--- config.mk ---
export PLATFORM = sky130hd
export DESIGN_NAME = tcam_table_loader
export DESIGN_NICKNAME = d
export VERILOG_FILES = /design/src/rtl/tcam_pkg.sv /design/src/rtl/tcam_table_loader.sv
export SDC_FILE = /design/constraint.sdc
export NUM_CORES = 1
export LEC_CHECK = 0
export BUFFER_PORTS_ARGS = -buffer_cell sky130_fd_sc_hd__buf_2
export CORE_UTILIZATION = 45
export CTS_CLUSTER_DIAMETER = 200
export DETAILED_ROUTE_END_ITERATION = 8
export GPL_ROUTABILITY_DRIVEN = 0
export PLACE_DENSITY = 0.74
export SYNTH_ARGS = -nofsm -noshare
export SYNTH_HDL_FRONTEND = slang
export SYNTH_SLANG_ARGS = --single-unit
--- constraint.sdc ---
create_clock -name clk -period 1.93 [get_ports clk]
set_clock_uncertainty 0.05 [all_clocks]
set_input_delay 0 -clock clk [delete_from_list [all_inputs] [get_ports clk]]
set_output_delay 0 -clock clk [all_outputs]
set_load 0.01 [all_outputs]
--- src/rtl/tcam_pkg.sv ---
// Shared types and constants for the 16x8 routing TCAM programming path.
// Loader states, geometry constants and the stored entry layout.
package tcam_pkg;

   localparam int ID_WIDTH     = 4;
   localparam int BITS         = 2 * ID_WIDTH;
   localparam int WORDS        = 16;
   localparam int ADDR_SIZE    = 4;
   localparam int FLUSH_CYCLES = 2;

   typedef enum logic [2:0] {
      ST_IDLE    = 3'd0,
      ST_FLUSH   = 3'd1,
      ST_LOAD    = 3'd2,
      ST_WRITE   = 3'd3,
      ST_CHECK   = 3'd4,
      ST_CHKWAIT = 3'd5,
      ST_DONE    = 3'd6
   } loader_state_e;

   typedef struct packed {
      logic [ID_WIDTH-1:0] key;
      logic [ID_WIDTH-1:0] mask;
      logic [ID_WIDTH-1:0] dst;
   } tcam_entry_t;

   // TCAM data word layout: match key in the upper half, destination in the lower half.
   function automatic logic [BITS-1:0] entry_word(input tcam_entry_t e);
      return {e.key, e.dst};
   endfunction

endpackage

--- src/rtl/tcam_table_loader.sv ---
// Programming-side master for the routing TCAM: flush, then write streamed {key,dst} entries.
// Optional write-verify readback is enabled with `define TCAM_LOADER_READBACK_EN.
module tcam_table_loader
   import tcam_pkg::*;
(
   input  logic                  clk,
   input  logic                  rst_n,
   input  logic                  cfg_start,
   input  logic                  ent_valid,
   output logic                  ent_ready,
   input  logic [ID_WIDTH-1:0]   ent_key,
   input  logic [ID_WIDTH-1:0]   ent_mask,
   input  logic [ID_WIDTH-1:0]   ent_dst,
   input  logic                  ent_last,
   output logic                  busy,
   output logic                  done,
   output logic                  full,
   output logic                  err,
   output logic [ADDR_SIZE:0]    entry_count,
   output logic                  tcam_cs,
   output logic                  tcam_flush,
   output logic                  tcam_wr,
   output logic                  tcam_vbi,
   output logic                  tcam_vbe,
   output logic                  tcam_dcs,
   output logic                  tcam_cmp,
   output logic [BITS-1:0]       tcam_di,
   output logic [BITS-1:0]       tcam_mskb,
   output logic [ADDR_SIZE-1:0]  tcam_a,
   input  logic                  tcam_hit
);

   localparam logic [ADDR_SIZE:0] COUNT_FULL = (ADDR_SIZE+1)'(WORDS);
   localparam logic [1:0]         FLUSH_LAST = 2'(FLUSH_CYCLES - 1);

   loader_state_e         state_q, state_d;
   logic [1:0]            flush_cnt_q, flush_cnt_d;
   tcam_entry_t           entry_q, entry_d;
   logic                  last_q, last_d;
   logic [ADDR_SIZE:0]    count_q, count_d;
   logic                  err_q, err_d;

   logic                  busy_q, busy_d;
   logic                  done_q, done_d;
   logic                  full_q, full_d;
   logic                  ready_q, ready_d;
   logic                  cs_q, cs_d;
   logic                  flush_q, flush_d;
   logic                  wr_q, wr_d;
   logic                  cmp_q, cmp_d;
   logic                  verify_s;
   logic [BITS-1:0]       di_q, di_d;
   logic [BITS-1:0]       mskb_q, mskb_d;
   logic [ADDR_SIZE-1:0]  a_q, a_d;

`ifndef TCAM_LOADER_READBACK_EN
   logic                  unused_hit;
   assign unused_hit = tcam_hit;
`endif

   // Next-state logic, then every output computed from the state being entered.
   always_comb begin
      state_d     = state_q;
      flush_cnt_d = flush_cnt_q;
      entry_d     = entry_q;
      last_d      = last_q;
      count_d     = count_q;
      err_d       = err_q;

      case (state_q)
         ST_IDLE: begin
            if (cfg_start) begin
               state_d     = ST_FLUSH;
               flush_cnt_d = 2'd0;
               err_d       = 1'b0;
               count_d     = '0;
            end else begin
               state_d     = ST_IDLE;
            end
         end
         ST_FLUSH: begin
            if (flush_cnt_q == FLUSH_LAST) begin
               state_d     = ST_LOAD;
            end else begin
               flush_cnt_d = flush_cnt_q + 2'd1;
            end
         end
         ST_LOAD: begin
            // A full table cannot take the offered entry: flag overflow and close the session.
            if (ent_valid && (count_q == COUNT_FULL)) begin
               err_d   = 1'b1;
               state_d = ST_DONE;
            end else if (ent_valid) begin
               entry_d = '{key: ent_key, mask: ent_mask, dst: ent_dst};
               last_d  = ent_last;
               state_d = ST_WRITE;
            end else begin
               state_d = ST_LOAD;
            end
         end
         ST_WRITE: begin
            count_d = count_q + (ADDR_SIZE+1)'(1);
`ifdef TCAM_LOADER_READBACK_EN
            state_d = ST_CHECK;
`else
            state_d = last_q ? ST_DONE : ST_LOAD;
`endif
         end
`ifdef TCAM_LOADER_READBACK_EN
         ST_CHECK: begin
            state_d = ST_CHKWAIT;
         end
         ST_CHKWAIT: begin
            if (!tcam_hit) begin
               err_d = 1'b1;
            end else begin
               err_d = err_q;
            end
            state_d = last_q ? ST_DONE : ST_LOAD;
         end
`endif
         ST_DONE: begin
            state_d = ST_IDLE;
         end
         default: begin
            state_d = ST_IDLE;
         end
      endcase

      busy_d  = (state_d != ST_IDLE);
      cs_d    = (state_d != ST_IDLE);
      flush_d = (state_d == ST_FLUSH);
      wr_d    = (state_d == ST_WRITE);
      done_d  = (state_d == ST_DONE);
      full_d  = (count_d == COUNT_FULL);
      ready_d = (state_d == ST_LOAD) && (count_d != COUNT_FULL);
      a_d     = count_d[ADDR_SIZE-1:0];
`ifdef TCAM_LOADER_READBACK_EN
      cmp_d    = (state_d == ST_CHECK);
      verify_s = (state_d == ST_CHECK) || (state_d == ST_CHKWAIT);
`else
      cmp_d    = 1'b0;
      verify_s = 1'b0;
`endif
      // Readback searches for the key alone, so dst is zeroed and only key bits are compared.
      if (verify_s) begin
         di_d   = {entry_d.key, {ID_WIDTH{1'b0}}};
         mskb_d = {{ID_WIDTH{1'b1}}, {ID_WIDTH{1'b0}}};
      end else begin
         di_d   = entry_word(entry_d);
         mskb_d = {entry_d.mask, {ID_WIDTH{1'b0}}};
      end
   end

   // State, entry and output registers with synchronous active-low reset.
   always_ff @(posedge clk) begin
      if (!rst_n) begin
         state_q     <= ST_IDLE;
         flush_cnt_q <= 2'd0;
         entry_q     <= '0;
         last_q      <= 1'b0;
         count_q     <= '0;
         err_q       <= 1'b0;
         busy_q      <= 1'b0;
         done_q      <= 1'b0;
         full_q      <= 1'b0;
         ready_q     <= 1'b0;
         cs_q        <= 1'b0;
         flush_q     <= 1'b0;
         wr_q        <= 1'b0;
         cmp_q       <= 1'b0;
         di_q        <= '0;
         mskb_q      <= '0;
         a_q         <= '0;
      end else begin
         state_q     <= state_d;
         flush_cnt_q <= flush_cnt_d;
         entry_q     <= entry_d;
         last_q      <= last_d;
         count_q     <= count_d;
         err_q       <= err_d;
         busy_q      <= busy_d;
         done_q      <= done_d;
         full_q      <= full_d;
         ready_q     <= ready_d;
         cs_q        <= cs_d;
         flush_q     <= flush_d;
         wr_q        <= wr_d;
         cmp_q       <= cmp_d;
         di_q        <= di_d;
         mskb_q      <= mskb_d;
         a_q         <= a_d;
      end
   end

   assign ent_ready   = ready_q;
   assign busy        = busy_q;
   assign done        = done_q;
   assign full        = full_q;
   assign err         = err_q;
   assign entry_count = count_q;
   assign tcam_cs     = cs_q;
   assign tcam_flush  = flush_q;
   assign tcam_wr     = wr_q;
   assign tcam_vbi    = wr_q;
   assign tcam_vbe    = wr_q;
   assign tcam_dcs    = wr_q;
   assign tcam_cmp    = cmp_q;
   assign tcam_di     = di_q;
   assign tcam_mskb   = mskb_q;
   assign tcam_a      = a_q;

endmodule
==> flow_summary.yaml <==
run_status:
  outcome: "complete, no violations"
setup_path:
  start_kind: "flop"
  end_kind: "flop"
  cp.arrival_ps: 1920
  cp_slowest_cell: "dfxtp_1"
  slowest_delay_ps: 470
  critPathKind: "flop to flop"
  worstPathCellList: "inv_1 -> ha_1 -> and4bb_2 -> nor2_4 -> buf_4 -> mux2i_1 -> nor2b_1"
  required_ps: 2110
  cp_max_fo: 9
sta:
  slew_viol_final: 0
  layout_min_cycle_time_ps: 1747
  setup_tns_ps: 0
  whs_ps: 37.22
  grt_setup_unrepaired: "false"
  max_freq_mhz: 572.5
  fin_crit_sh_pct: 90.51
  layout_setup_ws_ps: 183.2
  hold_viol: 0
  setup_viol: 0
floorplanning:
  start_util_pct: 48.20
  row_count: 20
  core_area_sq_um: 3128
  die-area_sq_um: 3586
  die_h_um: 59.88
  die_x_um: 59.88
  io_pins: 55
cts:
  cts_sinks: 30
  cts_buffers: 5
  cts_tree: "built"
  clk_latency_ps: 330
  htree_levels: 2
  cts.clk_slew.worst_paths_ps: 90
  cts-root-buf: "clkbuf_4"
  clk_path_buf_depth: 2
place:
  port_buffers: 48
  place_ws_ps: 188.3
  place_hpwl_um: 2116
job:
  drv_cap: 0
cells_and_area:
  mostFrequentLayoutCells: "buf_2, dfxtp_1, nor2b_1, mux2i_1, dlygate4sd3_1"
  layout_commonest_cell: "buf_2"
  syn_to_final_growth_pct: 22.99
  drive_gt1_share_pct: 32.84
  layout.nets: 224
  n_antenna_cell: 0
synthesis:
  yosys.area.top_type: "dfxtp_1"
  synth_area_per_cell_sq_um: 10.05
  ys_ff_latch: 30
  synthCells: 150
  ys_top_cells_by_area: "dfxtp_1, mux2i_1, buf_4"
  yosysTopAreaCellShare_pct: 39.83
  mappedNetlistArea_sq_um: 1508
  synth_seq_area_share_pct: 39.83
  ys_warn_count: 0
  yosysUniqueCellTypes: 40
pwr:
  p_leak_nw: 0.8129
  power_density_nw_per_um2: 632.9
  peakVddDrop_mv: 0.4189
grt:
  overflow: 0
  grt_pass1_wl_um: 5043
  antenna_found_initial: 0
  use_met2_pct: 33.49
  use_met1_pct: 22.39
  first_global_vias: 1111
  grt_usage_pct: 19.80
  grt_max_degree: 24
  use_met3_pct: 8.009
  grt-busiest-layer: "met2"
detailed_routing:
  firstDrtPassIters: 4
  vias: 1222
  antenna_left: 0
  vias_per_cell: 4.927
  wl_um: 3085
  drt_iter0_markers: 27
  drc_errors: 0
  avgRoutedWirePerCell_um: 12.44
worst_hold_path:
  hp-class: "primary input to flop"
kinds of logic (layout without fill, tap and decap cells):
group | count (synthesis) | count (layout) | share of synthesized area [%]
flip-flops | 30 | 30 | 39.83
other | 1 | 5 | 0.2487
multiplexers | 14 | 14 | 9.294
AO/OA/AOI/OAI | 20 | 20 | 8.880
adder cells (fa/ha/maj) | 3 | 3 | 2.490
AND/OR/NAND/NOR | 55 | 55 | 25.56
buffers and inverters | 24 | 74 | 11.95
XOR/XNOR | 3 | 3 | 1.743
metrics by stage:
step           instance area [sq um]  utilization (%)   power, W  std cells
3_5_place_dp                    1664            53.20  0.0007801        227
4_1_cts                         1854            59.28   0.001177        248
5_1_grt                         1854            59.28   0.001228        248
2_1_floorplan                   1523                -  0.0007560        154
3_3_place_gp                    1664            53.20  0.0007755        227
6_report                        1854            59.28   0.001174        248
worst paths after layout:
kind	from	to	slack [ps]	cells past startpoint
hold / removal	ent_valid	done	40	5
setup reg to reg	entry_count[0]	tcam_di[3]	180	7
setup / recovery	entry_count[0]	tcam_di[3]	180	7
hold reg to reg	last_q	last_q	450	2
registers in the layout, summed over array words and instances (netlist names), 2 cells and up:
name         flops
tcam_mskb        4
state_q          3
entry_q          7
flush_cnt_q      2
entry_count      5
cell usage after synthesis, drive strengths merged:
library cell and instances:
nor4b 3, a21oi 9, or3 2, o21ai 3, nand3 2, o22ai 1
a31oi 1, dfxtp 30, nor2 9, and3 2, and4bb 1, nand2b 1
inv 3, and3b 1, nand3b 1, clkbuf 2, o2111a 1, nor2b 16
o32ai 1, nand4bb 1, nor3 5, ha 3, or3b 2, a21boi 3
xor2 2, and2 2, mux2i 14, a21o 1, xnor2 1, conb 1
buf 19, nor3b 3, nand2 4
layout make-up:
cell class                      instances  area (sq um)
Fill cell                             293          1274
Multi-Input combinational cell        100         742.0
Sequential cell                        30         600.6
Timing Repair Buffer                   63         385.4
Clock buffer                            7         55.05
Tap cell                               44         55.05
Inverter                                3         11.26
Clock inverter                          1         5.005
power by group:
| group | internal, W | switching (W) | total [W] |
|---|---|---|---|
| clock | 0.000176 | 0.000210 | 0.000387 |
| sequential | 0.000632 | 0.0000148 | 0.000647 |
| combinational | 0.0000757 | 0.0000643 | 0.000140 |
repair_timing:
action | CTS | global route
hold endpoints to repair | 13 | 0
setup buffers | 0 | 0
hold buffers | 13 | 0
gates resized for setup | 0 | 0
per-layer routing:
metal / vias up / share of wire [%]
met4: 0 / 1.4
met1: 566 / 44
met5: - / 0
li1: 605 / -
met2: 46 / 47
met3: 5 / 6.9
worst max-delay path, delay by kind of cell (launching register included):
| family | cells | cell delay [ps] |
|---|---|---|
| simple gates | 3 | 410 |
| buf+inv | 2 | 290 |
| mux | 1 | 220 |
| fa+ha+maj | 1 | 200 |
| flops | 1 | 470 |
(Power assumes the default switching activity.)
